**config.mk**
```make
export PLATFORM = sky130hd
export DESIGN_NAME = t05_pipeline_sequencer
export DESIGN_NICKNAME = d
export VERILOG_FILES = /design/src/rtl/t05_pipeline_sequencer.sv
export SDC_FILE = /design/constraint.sdc
export NUM_CORES = 1
export LEC_CHECK = 0
export ABC_AREA = 1
export CAP_MARGIN = 20
export CORE_UTILIZATION = 55
export CTS_CLUSTER_SIZE = 8
export DETAILED_ROUTE_END_ITERATION = 10
export GPL_TIMING_DRIVEN = 1
export PLACE_DENSITY = 0.81
export SLEW_MARGIN = 10
export SYNTH_ARGS = -nofsm -noshare
export SYNTH_HDL_FRONTEND = slang
export SYNTH_SLANG_ARGS = --single-unit
```
**constraint.sdc**
```tcl
create_clock -name clk -period 2.6 [get_ports clk]
set_clock_uncertainty 0.1 [all_clocks]
set_input_delay 0.52 -clock clk [delete_from_list [all_inputs] [get_ports clk]]
set_output_delay 0.52 -clock clk [all_outputs]
set_load 0.01 [all_outputs]
```
**src/rtl/t05_pipeline_sequencer.sv**
```systemverilog
// ---------------------------------------------------------------------------
// t05_pipeline_sequencer
//
// Purpose:
//   Top-level sequencer for one compression run. It walks six processing
//   stages in order (HISTO, FLV, HTREE, CBS, TRN, SPI) and then reports DONE.
//   Each stage gets a one-cycle start pulse when it is entered. The sequencer
//   then waits for that stage's completion or error bit. A per-state watchdog
//   sends the block to ERROR if a stage never answers. ERROR and DONE are
//   held until the host acknowledges them. abort returns the block to IDLE
//   from any state.
//
// Parameters:
//   TIMEOUT      maximum number of cycles spent in any one stage state
//   CNT_W        width of the watchdog counter
//
// Ports:
//   clk          system clock, all logic on the rising edge
//   nrst         synchronous active-low reset
//   start        begin one run (sampled in IDLE only)
//   abort        cancel the run and return to IDLE
//   ack          acknowledge DONE or ERROR and return to IDLE
//   stage_done   per-stage completion (bit0 HISTO .. bit5 SPI)
//   stage_err    per-stage error, same bit order as stage_done
//   stage_start  one-cycle start pulse to a stage, same bit order
//   cont_state   current state code for the display controller
//   busy         high in any stage state (HISTO..SPI)
//   done         high in DONE
//   err_code     state code of the failing stage, valid in ERROR
//   timeout_flag high in ERROR when the watchdog caused the error
// ---------------------------------------------------------------------------
module t05_pipeline_sequencer #(
    parameter int unsigned TIMEOUT = 20'd1_000_000,
    parameter int unsigned CNT_W   = 20
) (
    input  logic       clk,
    input  logic       nrst,
    input  logic       start,
    input  logic       abort,
    input  logic       ack,
    input  logic [5:0] stage_done,
    input  logic [5:0] stage_err,
    output logic [5:0] stage_start,
    output logic [3:0] cont_state,
    output logic       busy,
    output logic       done,
    output logic [3:0] err_code,
    output logic       timeout_flag
);

    typedef enum logic [3:0] {
        ST_IDLE  = 4'd0,
        ST_HISTO = 4'd1,
        ST_FLV   = 4'd2,
        ST_HTREE = 4'd3,
        ST_CBS   = 4'd4,
        ST_TRN   = 4'd5,
        ST_SPI   = 4'd6,
        ST_ERROR = 4'd7,
        ST_DONE  = 4'd8
    } state_e;

    // Count value of the last cycle a stage may occupy before the watchdog fires.
    localparam logic [CNT_W-1:0] WDOG_LAST = CNT_W'(TIMEOUT - 1);

    state_e           state_q, state_d;
    logic [CNT_W-1:0] cnt_q, cnt_d;
    logic [5:0]       stage_start_q, stage_start_d;
    logic [3:0]       err_code_q, err_code_d;
    logic             timeout_flag_q, timeout_flag_d;

    logic [5:0]       active_mask;
    logic             hit_done;
    logic             hit_err;

    // One-hot bit of the stage owned by a state; zero for non-stage states.
    function automatic logic [5:0] stage_mask(input state_e s);
        case (s)
            ST_HISTO: stage_mask = 6'b000001;
            ST_FLV:   stage_mask = 6'b000010;
            ST_HTREE: stage_mask = 6'b000100;
            ST_CBS:   stage_mask = 6'b001000;
            ST_TRN:   stage_mask = 6'b010000;
            ST_SPI:   stage_mask = 6'b100000;
            default:  stage_mask = 6'b000000;
        endcase
    endfunction

    // Successor of a stage state on successful completion.
    function automatic state_e next_stage(input state_e s);
        case (s)
            ST_HISTO: next_stage = ST_FLV;
            ST_FLV:   next_stage = ST_HTREE;
            ST_HTREE: next_stage = ST_CBS;
            ST_CBS:   next_stage = ST_TRN;
            ST_TRN:   next_stage = ST_SPI;
            ST_SPI:   next_stage = ST_DONE;
            default:  next_stage = ST_IDLE;
        endcase
    endfunction

    // Masking with the active stage bit makes the sequencer ignore done and
    // err bits from stages that are not running.
    always_comb begin
        active_mask = stage_mask(state_q);
        hit_done    = |(stage_done & active_mask);
        hit_err     = |(stage_err & active_mask);
    end

    // Next-state logic. Within a stage the priority is abort, then err, then
    // done, then watchdog expiry. A done or err in the terminal watchdog cycle
    // therefore beats the timeout. The counter defaults to zero, so every
    // state change clears it. It only counts up while the block stays in a
    // stage. stage_start is registered, so the pulse lines up with the first
    // cycle in the new stage.
    always_comb begin
        state_d        = state_q;
        cnt_d          = '0;
        stage_start_d  = 6'b000000;
        err_code_d     = err_code_q;
        timeout_flag_d = timeout_flag_q;

        case (state_q)
            ST_IDLE: begin
                if (start && !abort) begin
                    state_d       = ST_HISTO;
                    stage_start_d = stage_mask(ST_HISTO);
                end
            end

            ST_HISTO, ST_FLV, ST_HTREE, ST_CBS, ST_TRN, ST_SPI: begin
                if (abort) begin
                    state_d        = ST_IDLE;
                    err_code_d     = 4'd0;
                    timeout_flag_d = 1'b0;
                end else if (hit_err) begin
                    state_d        = ST_ERROR;
                    err_code_d     = state_q;
                    timeout_flag_d = 1'b0;
                end else if (hit_done) begin
                    state_d       = next_stage(state_q);
                    stage_start_d = stage_mask(next_stage(state_q));
                end else if (cnt_q == WDOG_LAST) begin
                    state_d        = ST_ERROR;
                    err_code_d     = state_q;
                    timeout_flag_d = 1'b1;
                end else begin
                    cnt_d = cnt_q + CNT_W'(1);
                end
            end

            ST_ERROR, ST_DONE: begin
                if (abort || ack) begin
                    state_d        = ST_IDLE;
                    err_code_d     = 4'd0;
                    timeout_flag_d = 1'b0;
                end
            end

            // Unused codes 9-15 fall back to IDLE with clean status.
            default: begin
                state_d        = ST_IDLE;
                err_code_d     = 4'd0;
                timeout_flag_d = 1'b0;
            end
        endcase
    end

    // State and registered outputs. Reset overrides every other input.
    always_ff @(posedge clk) begin
        if (!nrst) begin
            state_q        <= ST_IDLE;
            cnt_q          <= '0;
            stage_start_q  <= 6'b000000;
            err_code_q     <= 4'd0;
            timeout_flag_q <= 1'b0;
        end else begin
            state_q        <= state_d;
            cnt_q          <= cnt_d;
            stage_start_q  <= stage_start_d;
            err_code_q     <= err_code_d;
            timeout_flag_q <= timeout_flag_d;
        end
    end

    // Status outputs are pure decodes of the state register.
    assign cont_state   = state_q;
    assign busy         = (state_q >= ST_HISTO) && (state_q <= ST_SPI);
    assign done         = (state_q == ST_DONE);
    assign stage_start  = stage_start_q;
    assign err_code     = err_code_q;
    assign timeout_flag = timeout_flag_q;

endmodule
```
==> summary.md, run 1 <==
| Metric | Value |
|---|---|
| Top post-synthesis cells by area | `dfxtp_1 (39%), nor2_1 (11%), nand2_1 (11%), nand3_1 (8.9%), inv_1 (6.1%)` |
| Hpwl dp | `roughly 2900 microns` |
| Setup TNS | `0 ns` |
| Total grt overflow | `0` |
| Max-slew violations | `0` |
| Critical path type | `reg2out` |
| CTS Buf Count | `5` |
| Final period utilization | `between 90% and 100%` |
| Pwr per Cell Area | `just over 800 nW/um^2` |
| Largest net degree at the start of global routing | `20` |
| CP required | `approximately 2.0 ns` |
| Clk Latency, worst-skew pair | `~0.35 ns` |
| Multi-input gate area | `around 960 sq um` |
| Die W | `about 59 microns` |
| First-pass GRT wire length | `around 6600 microns` |
| Final Non-Filler Cells | `about 340` |
| RSZ-0062 raised after global routing | `no` |
| Final net count | `around 320` |
| Initial antenna violation count | `0` |
| Post-CTS Resized | `0` |
| Area growth syn-to-layout | `24.95%` |
| Yosys warning total | `0` |
| Vias | `roughly 1,800` |
| Seq. cell area | `700.7 sq um` |
| Routed Antenna Nets | `0` |
| Root buf cell | `clkbuf_4` |
| Final WS setup | `roughly 0.14 ns` |
| Setup crit start kind | `flop` |
| Hold buffers post-CTS | `0` |
| WL final | `slightly below 4000 microns` |
| Tmin final | `between 2 and 2.5 ns` |
| TritonRoute pass-1 iters | `4` |
| Worst vdd ir | `about 570 uV` |
| Avg Synthesized Cell Area | `6.853 sq um` |
| Hold crit path type | `reg2reg` |
| Remaining DRCs | `0` |
| Final-report hold violation count | `0` |
| Starting Density | `about three fifths` |
| Hold Slack | `0.3555 ns` |
| Worst slack, placed | `0.4305 ns` |
| Comb power frac | `a little over two fifths` |
| Dpl cells | `~340` |
| Fillers | `268` |
| Critical path arrival | `between 1.5 and 2 ns` |
| Crit. End Element | `output pin` |
| DR iter-0 viols | `87` |
| Share of cells above drive strength 1 | `6.667%` |
| Max FO, Critical Path | `8` |
| Worst-Margin Slew | `about 0.52 ns` |
| NetSw | `a little over 0.7 mW` |
| Leading area contributor after synthesis | `dfxtp_1` |
| Antenna Cells | `0` |
| Cell Rows | `20` |
| Fmax achieved | `around 410 MHz` |
| Synth Cell Area | `between 1500 and 2000 sq um` |
| Placeable Area | `3078 sq um` |
| Status | `completed` |
| Max cap viols | `0` |
| Part of the Yosys area used for sequential elements | `roughly 39%` |
| Synth cell types | `29` |
| Reg clk slew, reported paths | `0.10 ns` |
| Syn_nets | `280` |
| Die height | `roughly 59 microns` |
| Die ar. | `approximately 3500 sq um` |
| Via-to-Cell Ratio | `5.142` |
| Slew headroom | `65.31%` |
| Total clock sinks | `35` |
| Final setup viols | `0` |
| Clock network fraction of design power | `between 20% and 30%` |
| CTS tree | `yes` |
| IO buf count | `33` |
| Total global-route track usage | `roughly a quarter` |
| FF+latch count, synth | `35` |
| Internal | `between 1 and 1.5 mW` |
| CTS max path bufs | `2` |
| Sequential power share | `34.8%` |
| I/O pin total | `34` |
| Final Power | `1.811 mW` |
| Setup Buffers After CTS | `0` |
| Cell count after synthesis | `262` |
| P_leak | `roughly 0.9 nW` |
| Routed wire per std cell | `11.51 microns` |
| H-Tree Level Count | `2` |
| Switch share | `between 30% and 40%` |
| Placer Congestion | `0.8619` |
| Share of the synthesized area in the top cell type | `just under 40%` |
| Vias in the first global route | `between 1,500 and 2,000` |
## metrics by stage
step	utilization [%]	cell area, sq um
2_1_floorplan	-	1795
3_3_place_gp	70.12	2158
3_5_place_dp	70.12	2158
4_1_cts	72.89	2243
5_1_grt	72.89	2243
6_report	72.89	2243
## critical path, cell delays in order, from the launching register on
cell	delay (ns)
dfxtp_1	0.40
nor2_1	0.29
nand2_2	0.13
nand2_1	0.15
inv_1	0.06
clkdlybuf4s50_1	0.47
## power groups by stage
stage          sequential, mW  combinational (mW)  clock [mW]
6_report                0.631               0.773       0.407
5_1_grt                 0.636               0.879       0.436
4_1_cts                 0.631               0.774       0.418
3_5_place_dp            0.643               0.769           0
3_3_place_gp            0.641               0.762           0
2_1_floorplan           0.652               0.529           0
## cell usage after synthesis
cell and instances:
nand3_2 2, inv_1 29, nand4_1 5, nor3b_1 5, nor3_1 9, nor2_2 2, or2_2 1, or3_1 1
nand3_1 32, nand2_1 52, nand2_2 1, dfxtp_1 35, clkbuf_1 2, nor2_4 3, nor4_1 2, a21oi_1 7
ha_1 1, nand3b_1 1, o21ai_0 3, a21boi_0 2, and2_1 1, a31oi_1 1, xor2_1 3, nand3_4 1
buf_6 2, xnor2_1 3, nand2_4 1, a22oi_1 1, nor2_1 54
## state kept, by name (all words and copies together), names as in the netlist
register / flops
cnt_q: 20
cont_state: 4
err_code: 4
stage_start: 6
timeout_flag: 1
## per-layer routing
metal  GRT usage (%)  part of all wire, %  vias up
li1                -                    -      916
met1           31.19                   49      799
met2           41.56                   44       47
met3           5.677                  5.1        7
met4           11.56                  2.0        0
met5               0                    0        -
## kinds of logic (layout without fill, tap and decap cells)
kind of cell,Yosys count,in the layout,synth area share [%]
compound gates,14,14,4.390
xor+xnor,6,6,2.927
flops,35,35,39.02
fa+ha+maj,1,1,0.6968
simple gates,173,173,45.23
buf+inv,33,71,7.735
## cells in the final DEF (no fill, tap or decap), drive strengths merged, types with 5 or more instances in the layout
| cell | netlist | routed |
|---|---|---|
| nand2 | 54 | 54 |
| a21oi | 7 | 7 |
| nor2 | 59 | 59 |
| nor3b | 5 | 5 |
| dfxtp | 35 | 35 |
| inv | 29 | 30 |
| nand3 | 35 | 35 |
| clkbuf | 2 | 5 |
| nor3 | 9 | 9 |
| clkdlybuf4s50 | 0 | 33 |
| nand4 | 5 | 5 |
## worst paths after layout
kind	slack (ns)	start	end	depth (start not counted)
min	0.36	err_code[3]$_SDFFE_PN0P_	err_code[3]$_SDFFE_PN0P_	2
max	0.14	cont_state[0]$_SDFFE_PN0P_	busy	5
max reg2reg	0.50	cont_state[1]$_SDFFE_PN0P_	err_code[0]$_SDFFE_PN0P_	11
min reg2reg	0.36	err_code[3]$_SDFFE_PN0P_	err_code[3]$_SDFFE_PN0P_	2
## final cells by class
| type | count | share of cell area (%) |
|---|---|---|
| clock buffer | 5 | 1.673 |
| clock inverter | 3 | 2.119 |
| inverter | 29 | 4.852 |
| multi-input combinational | 194 | 42.61 |
| sequential | 35 | 31.23 |
| tap | 44 | 2.454 |
| timing repair buffer | 34 | 15.06 |
No activity file was read; power rests on OpenSTA's default activity.
==> run 2, diff against run 1 <==
Settings changed: CORE_ASPECT_RATIO set to 1.1.
==> run 2 against run 1 <==
Effect of this change:
- worst hold slack better by 0.0069 ns
- core utilization decreased by 0.72 points
- sequential power is 1% higher
- flip-flop and latch count stayed put
- combinational power up 0.6%
- fmax increased by 0.14%
- largest power group unchanged
==> summary.md, run 2 (synthesis gave the netlist of run 1 again) <==
| Metric | Value |
|---|---|
| Die ar. | `roughly 3500 sq um` |
| Most frequent cells in the layout | `nor2_1 (54), nand2_1 (52), dfxtp_1 (34), clkdlybuf4s50_1 (33), nand3_1 (32)` |
| Vias | `1,719` |
| Die height | `just over 60 microns` |
| Placer Congestion | `roughly 0.85` |
| Critical path type | `reg2out` |
| Max FO, Critical Path | `8` |
| Setup TNS | `0 ns` |
| Critical path arrival | `1.83 ns` |
| Multi-input gate area | `roughly 960 sq um` |
| Slew headroom | `~66%` |
| DR iter-0 viols | `73` |
| P_leak | `approximately 0.88 nW` |
| Crit path buf inv count | `2` |
| Routed Antenna Nets | `0` |
| Metal-1 WL | `about 1800 microns` |
| Root buf cell | `clkbuf_4` |
| Routed wire per std cell | `between 10 and 15 microns` |
| Max Used Layer | `met4` |
| Max-slew violations | `0` |
| NetSw | `approximately 0.71 mW` |
| Die W | `between 50 and 60 microns` |
| Final-report hold violation count | `0` |
| Comb power frac | `between 40 and 50%` |
| Internal | `1.082 mW` |
| Area growth syn-to-layout | `23.55%` |
| WL final | `about 3900 microns` |
| Clk Latency, worst-skew pair | `approximately 0.34 ns` |
| Switch share | `between 30% and 40%` |
| Worst-Margin Slew | `0.5030 ns` |
| Biggest register | `cnt_q` |
| H-Tree Level Count | `2` |
| Status | `completed` |
| Hold Slack | `0.3624 ns` |
| Critical Path, Cell by Cell | `nor2_1 > nand2_2 > nand2_1 > inv_1 > clkdlybuf4s50_1` |
| Hold crit path type | `reg2reg` |
| Worst vdd ir | `slightly below 700 uV` |
| Final setup viols | `0` |
| Tmin final | `~2.5 ns` |
| Fillers | `roughly 270` |
| Cell Rows | `21` |
| Setup crit start kind | `flop` |
| Total global-route track usage | `between 20% and 30%` |
| Delay-heaviest family, CP | `simple AND/OR/NAND/NOR gates` |
| Pwr per Cell Area | `between 800 and 900 nW/um^2` |
| CTS max path bufs | `2` |
| Metal3 WL | `approximately 190 microns` |
| Via-to-Cell Ratio | `around 5.2` |
| IO buf count | `33` |
| Reg clk slew, reported paths | `about 0.10 ns` |
| Crit-path max cell delay | `0.47 ns` |
| Starting Density | `58.40%` |
| Fmax achieved | `between 400 and 500 MHz` |
| RSZ-0062 raised after global routing | `no` |
| TritonRoute pass-1 iters | `4` |
| CTS tree | `yes` |
| Sequential power share | `a little over a third` |
| First-pass GRT wire length | `between 6000 and 7000 microns` |
| Vias in the first global route | `approximately 1,500` |
| Initial antenna violation count | `0` |
| I/O pin total | `34` |
| Clock network fraction of design power | `between 20% and 30%` |
| Antenna Cells | `0` |
| Commonest non-fill, non-tap cell in the layout | `nor2_1` |
| CP required | `between 1.5 and 2 ns` |
| Slowest CP cell | `clkdlybuf4s50_1` |
| Share of cells above drive strength 1 | `approximately 6.4%` |
| Crit. End Element | `output pin` |
| Met2 WL | `roughly 1800 microns` |
| R2r setup slk | `~0.48 ns` |
| Final net count | `approximately 320` |
| Hpwl dp | `roughly 2900 microns` |
| Total clock sinks | `35` |
| Max cap viols | `0` |
| Total grt overflow | `0` |
| Remaining DRCs | `0` |
| Max reg flops | `20` |
| CTS Buf Count | `5` |
| Largest net degree at the start of global routing | `20` |
| Final period utilization | `a little over nine tenths` |
| Seq. cell area | `701.9 sq um` |
| Setup Buffers After CTS | `0` |
| Placeable Area | `roughly 3100 sq um` |
[run 2: cell count changes in the layout (fill, tap and decap cells not counted)]
cell and change:
clkbuf_1 +1, clkinv_4 -1, dfxtp_1 -1, dfxtp_2 +1
inv_6 -1
[run 2: routing by layer]
| layer | up-vias | track usage, % |
|---|---|---|
| met2 | 41 | 43.03 |
| met4 | 0 | 10.45 |
| met3 | 9 | 5.383 |
| met1 | 754 | 28.59 |
| li1 | 915 | - |
| met5 | - | 0 |
[run 2: through the flow]
step | power [mW] | utilization (%) | cells | area [sq um] | setup slack (ns)
2_1_floorplan | 1.181 | - | 262 | 1795 | 0.8585
3_3_place_gp | 1.412 | 69.80 | 326 | 2146 | 0.4346
3_5_place_dp | 1.422 | 69.80 | 326 | 2146 | 0.4040
4_1_cts | 1.790 | 72.12 | 333 | 2217 | 0.08297
5_1_grt | 1.924 | 72.16 | 333 | 2218 | 0.06351
6_report | 1.790 | 72.16 | 333 | 2218 | 0.1465
[run 2: final timing paths]
check	startpoint	to	cells past startpoint
setup / recovery	cont_state[0]$_SDFFE_PN0P_	busy	5
setup reg to reg	cont_state[1]$_SDFFE_PN0P_	err_code[0]$_SDFFE_PN0P_	11
hold reg to reg	err_code[3]$_SDFFE_PN0P_	err_code[3]$_SDFFE_PN0P_	2
hold / removal	err_code[3]$_SDFFE_PN0P_	err_code[3]$_SDFFE_PN0P_	2
[run 2: repair_timing]
action	4_1_cts	5_1_grt
setup endpoints to repair	0	1
hold buffers	0	0
gates resized for setup	0	1
[run 2: area by class of cell]
class                           count  share of cell area (%)
Multi-Input combinational cell    194                   43.09
Sequential cell                    35                   31.64
Timing Repair Buffer               34                   15.23
Inverter                           29                   4.907
Tap cell                           34                   1.918
Clock buffer                        6                   1.861
Clock inverter                      1                   1.354
[run 2: worst register-to-register path: stages (launching register included)]
cell	delay, ns
dfxtp_1	0.47
inv_1	0.14
nor2_1	0.32
nand3_1	0.19
nand2_1	0.10
inv_1	0.04
nand2_1	0.16
nand3_1	0.13
nand3_2	0.17
nand2_1	0.07
nand2_1	0.06
nor2_1	0.07
[run 2: power groups by stage]
| stage | Combinational, mW | Sequential [mW] | Clock, mW |
|---|---|---|---|
| detailed placement | 0.772 | 0.650 | 0 |
| floorplan | 0.529 | 0.652 | 0 |
| finish | 0.778 | 0.640 | 0.372 |
| global placement | 0.765 | 0.648 | 0 |
| CTS | 0.775 | 0.637 | 0.378 |
| global route | 0.879 | 0.645 | 0.401 |
==> RTL edit 1: new RTL, flow settings as in run 1 <==
Take the reset off `stage_start_q` and load it in a clocked block of its own.
--- a/src/rtl/t05_pipeline_sequencer.sv
+++ b/src/rtl/t05_pipeline_sequencer.sv
@@ -171,16 +171,18 @@
         if (!nrst) begin
             state_q        <= ST_IDLE;
             cnt_q          <= '0;
-            stage_start_q  <= 6'b000000;
             err_code_q     <= 4'd0;
             timeout_flag_q <= 1'b0;
         end else begin
             state_q        <= state_d;
             cnt_q          <= cnt_d;
-            stage_start_q  <= stage_start_d;
             err_code_q     <= err_code_d;
             timeout_flag_q <= timeout_flag_d;
         end
+    end
+
+    always_ff @(posedge clk) begin
+        stage_start_q <= stage_start_d;
     end
 
     // Status outputs are pure decodes of the state register.
Function: changed (a bounded check fails within 4 cycles, from zero or initial values and one cycle with nrst low).
==> RTL edit 1 against run 1 <==
- setup slack got worse by 0.017 ns
- worst hold slack improved by 0.012 ns
- maximum frequency fell by 0.68%
- total power rose by 4.9%
- via count rose by 6.7%
- sequential cell count did not move
- design area rose by 6.7%
- die area rose by 6.7%
- area after synthesis rose by 6.9%
- count of clock-buffer cells in the layout rose by 1
- global-route usage rose by 0.11 points
- routed wire length rose by 9.6%
- register-to-register slack improved by 0.10 ns
- largest cell class unchanged
==> RTL edit 1: results (changes against run 1) <==
min_path:
  hold_path.class: "reg2reg"  # unchanged
placed_design:
  dp_hpwl_um: 3390  # was 2860 um
  placed_cell_area_um2: 2310  # was 2160 um2
  dp_cells: 362  # was 336
  numPortBuffers: 33  # unchanged
  gp_congestion: 0.949  # was 0.862
  post-place-ws_ns: 0.391  # was 0.431 ns
clocking:
  h-tree-depth: 2  # unchanged
  cts_root_buf: "clkbuf_4"  # unchanged
  clock_latency_ns: 0.35  # about the same
  numCtsBuffers: 5  # unchanged
  postCtsSetupBuffers: 0  # unchanged
  ctsResizeCount: 0  # unchanged
  clockBufferDepth: 2  # unchanged
  clkSlewWorstSetupHoldPaths_ns: 0.11
synthesis:
  yosysUniqueCellTypes: 31  # was 29
  async_flop_share_pct: 0  # unchanged
  seq_area_frac_synth_pct: 36.5  # was 39.0%
  yosysTopAreaCellShare_pct: 36.5  # was 39.0%
  synth_common_cells: "nand2_1 (59), nor2_1 (52), dfxtp_1 (35)"  # was nor2_1 (54), nand2_1 (52), dfxtp_1 (35)
  synth_warnings: 0  # unchanged
  synth_fp_nets: 302  # was 280
  syn_inst: 284  # was 262
  synth_area_leaders: "dfxtp_1 (37%), nand2_1 (12%), nor2_1 (10%)"  # was dfxtp_1 (39%), nor2_1 (11%), nand2_1 (11%)
setup_path:
  cp.arrival_ns: 1.85
  crit_path_max_fanout: 9  # was 8
power_and_ir_drop:
  p_seq_mw: 0.644  # was 0.631 mW
  p_per_area_nw_per_um2: 794  # was 807 nW/um2
  ir_drop_mv: 0.737  # was 0.575 mV
  leakage_nw: 0.908  # was 0.884 nW
  clock_power_share_pct: 21.7  # was 22.5%
  p_sw_mw: 0.747  # was 0.721 mW
outcome:
  status: "completed"  # unchanged
layout:
  antenna_cells: 0  # unchanged
  largest_reg_flops: 20  # unchanged
  nets: 341  # was 317
  fillers: 283  # was 268
  final_cells: 370  # was 344
  areaGrowthSynthToFinish_pct: 24.8  # was 24.9%
  drive_above_1_share_pct: 12.3  # was 6.67%
  largest-register: "cnt_q"  # unchanged
global_routing:
  track_usage_pct: 25.3  # was 25.2%
  grt_max_degree: 21  # was 20
  grt_overflow: 0  # unchanged
  grt_antenna_before_repair: 0  # unchanged
  grt_pass1_wl_um: 6850  # was 6580 um
  grt_pass1_vias: 1639  # was 1571
timing:
  relSlewSlack_pct: 71.7  # was 65.3%
drt:
  firstDrtPassIters: 4  # unchanged
  routed_wl_um: 4340  # was 3960 um
  routed_via_density: 5.10  # was 5.14
  drt-initial-drc-count: 127  # was 87
==> RTL edit 1: cell count changes after synthesis, moves of 3 or more <==
cell	run 1	this run
inv_2	0	6
nor3_2	0	4
nor3b_2	0	5
a21oi_1	7	10
nand2_1	52	59
nand4_1	5	8
nor3b_1	5	0
o21ai_0	3	7
==> RTL edit 1: path summary, 6_finish.rpt <==
| check | startpoint | endpoint | depth (start not counted) | slack [ns] |
|---|---|---|---|---|
| max | cont_state[2]$_SDFFE_PN0P_ | busy | 5 | 0.13 |
| min | err_code[3]$_SDFFE_PN0P_ | err_code[3]$_SDFFE_PN0P_ | 2 | 0.37 |
| max reg2reg | cnt_q[0]$_SDFF_PP0_ | cnt_q[16]$_SDFF_PP0_ | 9 | 0.60 |
| min reg2reg | err_code[3]$_SDFFE_PN0P_ | err_code[3]$_SDFFE_PN0P_ | 2 | 0.37 |
==> RTL edit 1: worst max-delay path, cell delays in order (launching register included) <==
cell	delay, ns
dfxtp_1	0.45
inv_2	0.08
nor2_4	0.19
nand2_1	0.14
nand2_1	0.11
clkdlybuf4s50_1	0.54
==> RTL edit 1: cell families after synthesis <==
family          synth area share [%]
xor+xnor                        1.37
fa+ha+maj                      0.652
buf+inv                         7.76
simple gates                    47.7
flops                           36.5
compound gates                  6.06
==> RTL edit 1: final cells by class <==
class | count | share of cell area, %
Clock inverter | 2 | 1.46
Timing Repair Buffer | 36 | 14.7
Tap cell | 46 | 2.40
Inverter | 34 | 5.33
Multi-Input combinational cell | 211 | 44.7
Clock buffer | 6 | 2.14
Sequential cell | 35 | 29.3
==> RTL edit 1: routing by layer <==
layer	up-vias	part of all wire, %	global-route usage (%)
li1	1000	-	-
met1	825	44	29.0
met2	52	50	43.6
met3	10	3.9	7.35
met4	0	2.1	11.0
met5	-	0	0
==> RTL edit 2: new RTL, config.mk and constraints of run 1 <==
Made on the original files. `CNT_W`: 20 -> 10.
--- a/src/rtl/t05_pipeline_sequencer.sv
+++ b/src/rtl/t05_pipeline_sequencer.sv
@@ -31,7 +31,7 @@
 // ---------------------------------------------------------------------------
 module t05_pipeline_sequencer #(
     parameter int unsigned TIMEOUT = 20'd1_000_000,
-    parameter int unsigned CNT_W   = 20
+    parameter int unsigned CNT_W   = 10
 ) (
     input  logic       clk,
     input  logic       nrst,
Check against the original RTL: no difference found for any inputs over 10 cycles, from zero or initial values and one cycle with nrst low; that may be too few to reach the edited logic, so the function may still have changed.
==> RTL edit 2 against run 1 <==
- maximum frequency is 2.7% higher
- sequential cell count is 10 lower
- total power down 14%
- routed wire length decreased by 25%
- area after synthesis down 23%
- design area down 21%
- register-to-register slack better by 0.14 ns
- setup slack better by 0.065 ns
==> RTL edit 2: results (changes against run 1) <==
outcome:
  status: "completed"  # unchanged
layout:
  multi_input_comb_cells: 147  # was 194
  clock_area_share_pct: 1.55  # was 3.79%
  n_all_buffers: 33  # was 34
  nets: 252  # was 317
  num-nonclk-inverters: 24  # was 29
  seq_cells: 25  # was 35
  multiInputGateArea_um2: 787  # was 956 um2
  drive_above_1_share_pct: 11.6  # was 6.67%
  fillers: 180  # was 268
min_path:
  min_from: "cnt_q[0]$_SDFF_PP0_"  # was err_code[3]$_SDFFE_PN0P_
  holdPathStages: 1  # was 2
power_and_ir_drop:
  leakage_nw: 0.765  # was 0.884 nW
  ir_drop_mv: 0.635  # was 0.575 mV
timing:
  holdWs_ns: 0.368  # was 0.355 ns
  worst_pin_slew_ns: 0.481  # was 0.519 ns
placed_design:
  dp_hpwl_um: 2320  # was 2860 um
  post-place-ws_ns: 0.382  # was 0.431 ns
global_routing:
  track_usage_pct: 24.2  # was 25.2%
  grt_max_degree: 15  # was 20
  grt_pass1_vias: 1181  # was 1571
setup_path:
  rr_worst_depth: 10  # was 11
  cp.arrival_ns: 1.77  # was 1.84 ns
  timing.rr.end: "stage_start[3]$_SDFF_PN0_"  # was err_code[0]$_SDFFE_PN0P_
  r2r_setup_slack_ns: 0.64  # was 0.50 ns
  path_delay_family: "buffers and inverters"  # was simple AND/OR/NAND/NOR gates
clocking:
  h-tree-depth: 1  # was 2
  numCtsBuffers: 3  # was 5
  clkSlewWorstSetupHoldPaths_ns: 0.14  # was 0.10 ns
drt:
  drt-initial-drc-count: 30  # was 87
synthesis:
  seq_area_frac_synth_pct: 36.3  # was 39.0%
  synth_fp_nets: 215  # was 280
## RTL edit 2: stage by stage
step           util (%)  cells
6_report           77.1    261
5_1_grt            77.1    261
4_1_cts            77.0    261
3_5_place_dp       75.8    257
3_3_place_gp       75.8    257
2_1_floorplan         -    197
## RTL edit 2: how the worst max path moves through the flow
stage                               start                         to  slack, ns  cells after the start
2_1_floorplan  cont_state[2]$_SDFFE_PN0P_   err_code[0]$_SDFFE_PN0P_       0.91                     11
3_3_place_gp                        abort  timeout_flag$_SDFFE_PN0P_       0.42                      7
4_1_cts        cont_state[0]$_SDFFE_PN0P_                       busy       0.12                      5
6_report       cont_state[2]$_SDFFE_PN0P_                       busy       0.21                      6
5_1_grt        cont_state[3]$_SDFFE_PN0P_                       busy       0.11                      6
3_5_place_dp                        abort   err_code[0]$_SDFFE_PN0P_       0.38                      7
## RTL edit 2: logic make-up (layout without fill, tap and decap cells)
logic type / after synthesis / count (layout) / synth area share [%]
fa+ha+maj: 1 / 1 / 0.907
compound gates: 8 / 8 / 3.54
simple gates: 135 / 135 / 50.5
xor+xnor: 3 / 3 / 1.91
buf+inv: 25 / 61 / 6.81
flops: 25 / 25 / 36.3
## RTL edit 2: power by group
| part | total, mW | switching, mW | internal (mW) |
|---|---|---|---|
| logic | 0.891 | 0.541 | 0.350 |
| registers | 0.487 | 0.0542 | 0.433 |
| clock network | 0.171 | 0.113 | 0.0575 |
## RTL edit 2: routing by layer
layer	GRT usage [%]	part of all wire, %	routed length [um]	vias to the layer above
met2	41.2	48	1420	36
met5	0	0	0	-
li1	-	-	-	694
met3	4.68	5.5	165	4
met1	28.7	45	1350	589
met4	11.7	1.5	44	0
## RTL edit 2: repair_timing
| item | CTS | global route |
|---|---|---|
| hold buffers | 0 | 0 |
| resized for setup | 0 | 1 |
| endpoints found under the setup margin | 0 | 2 |
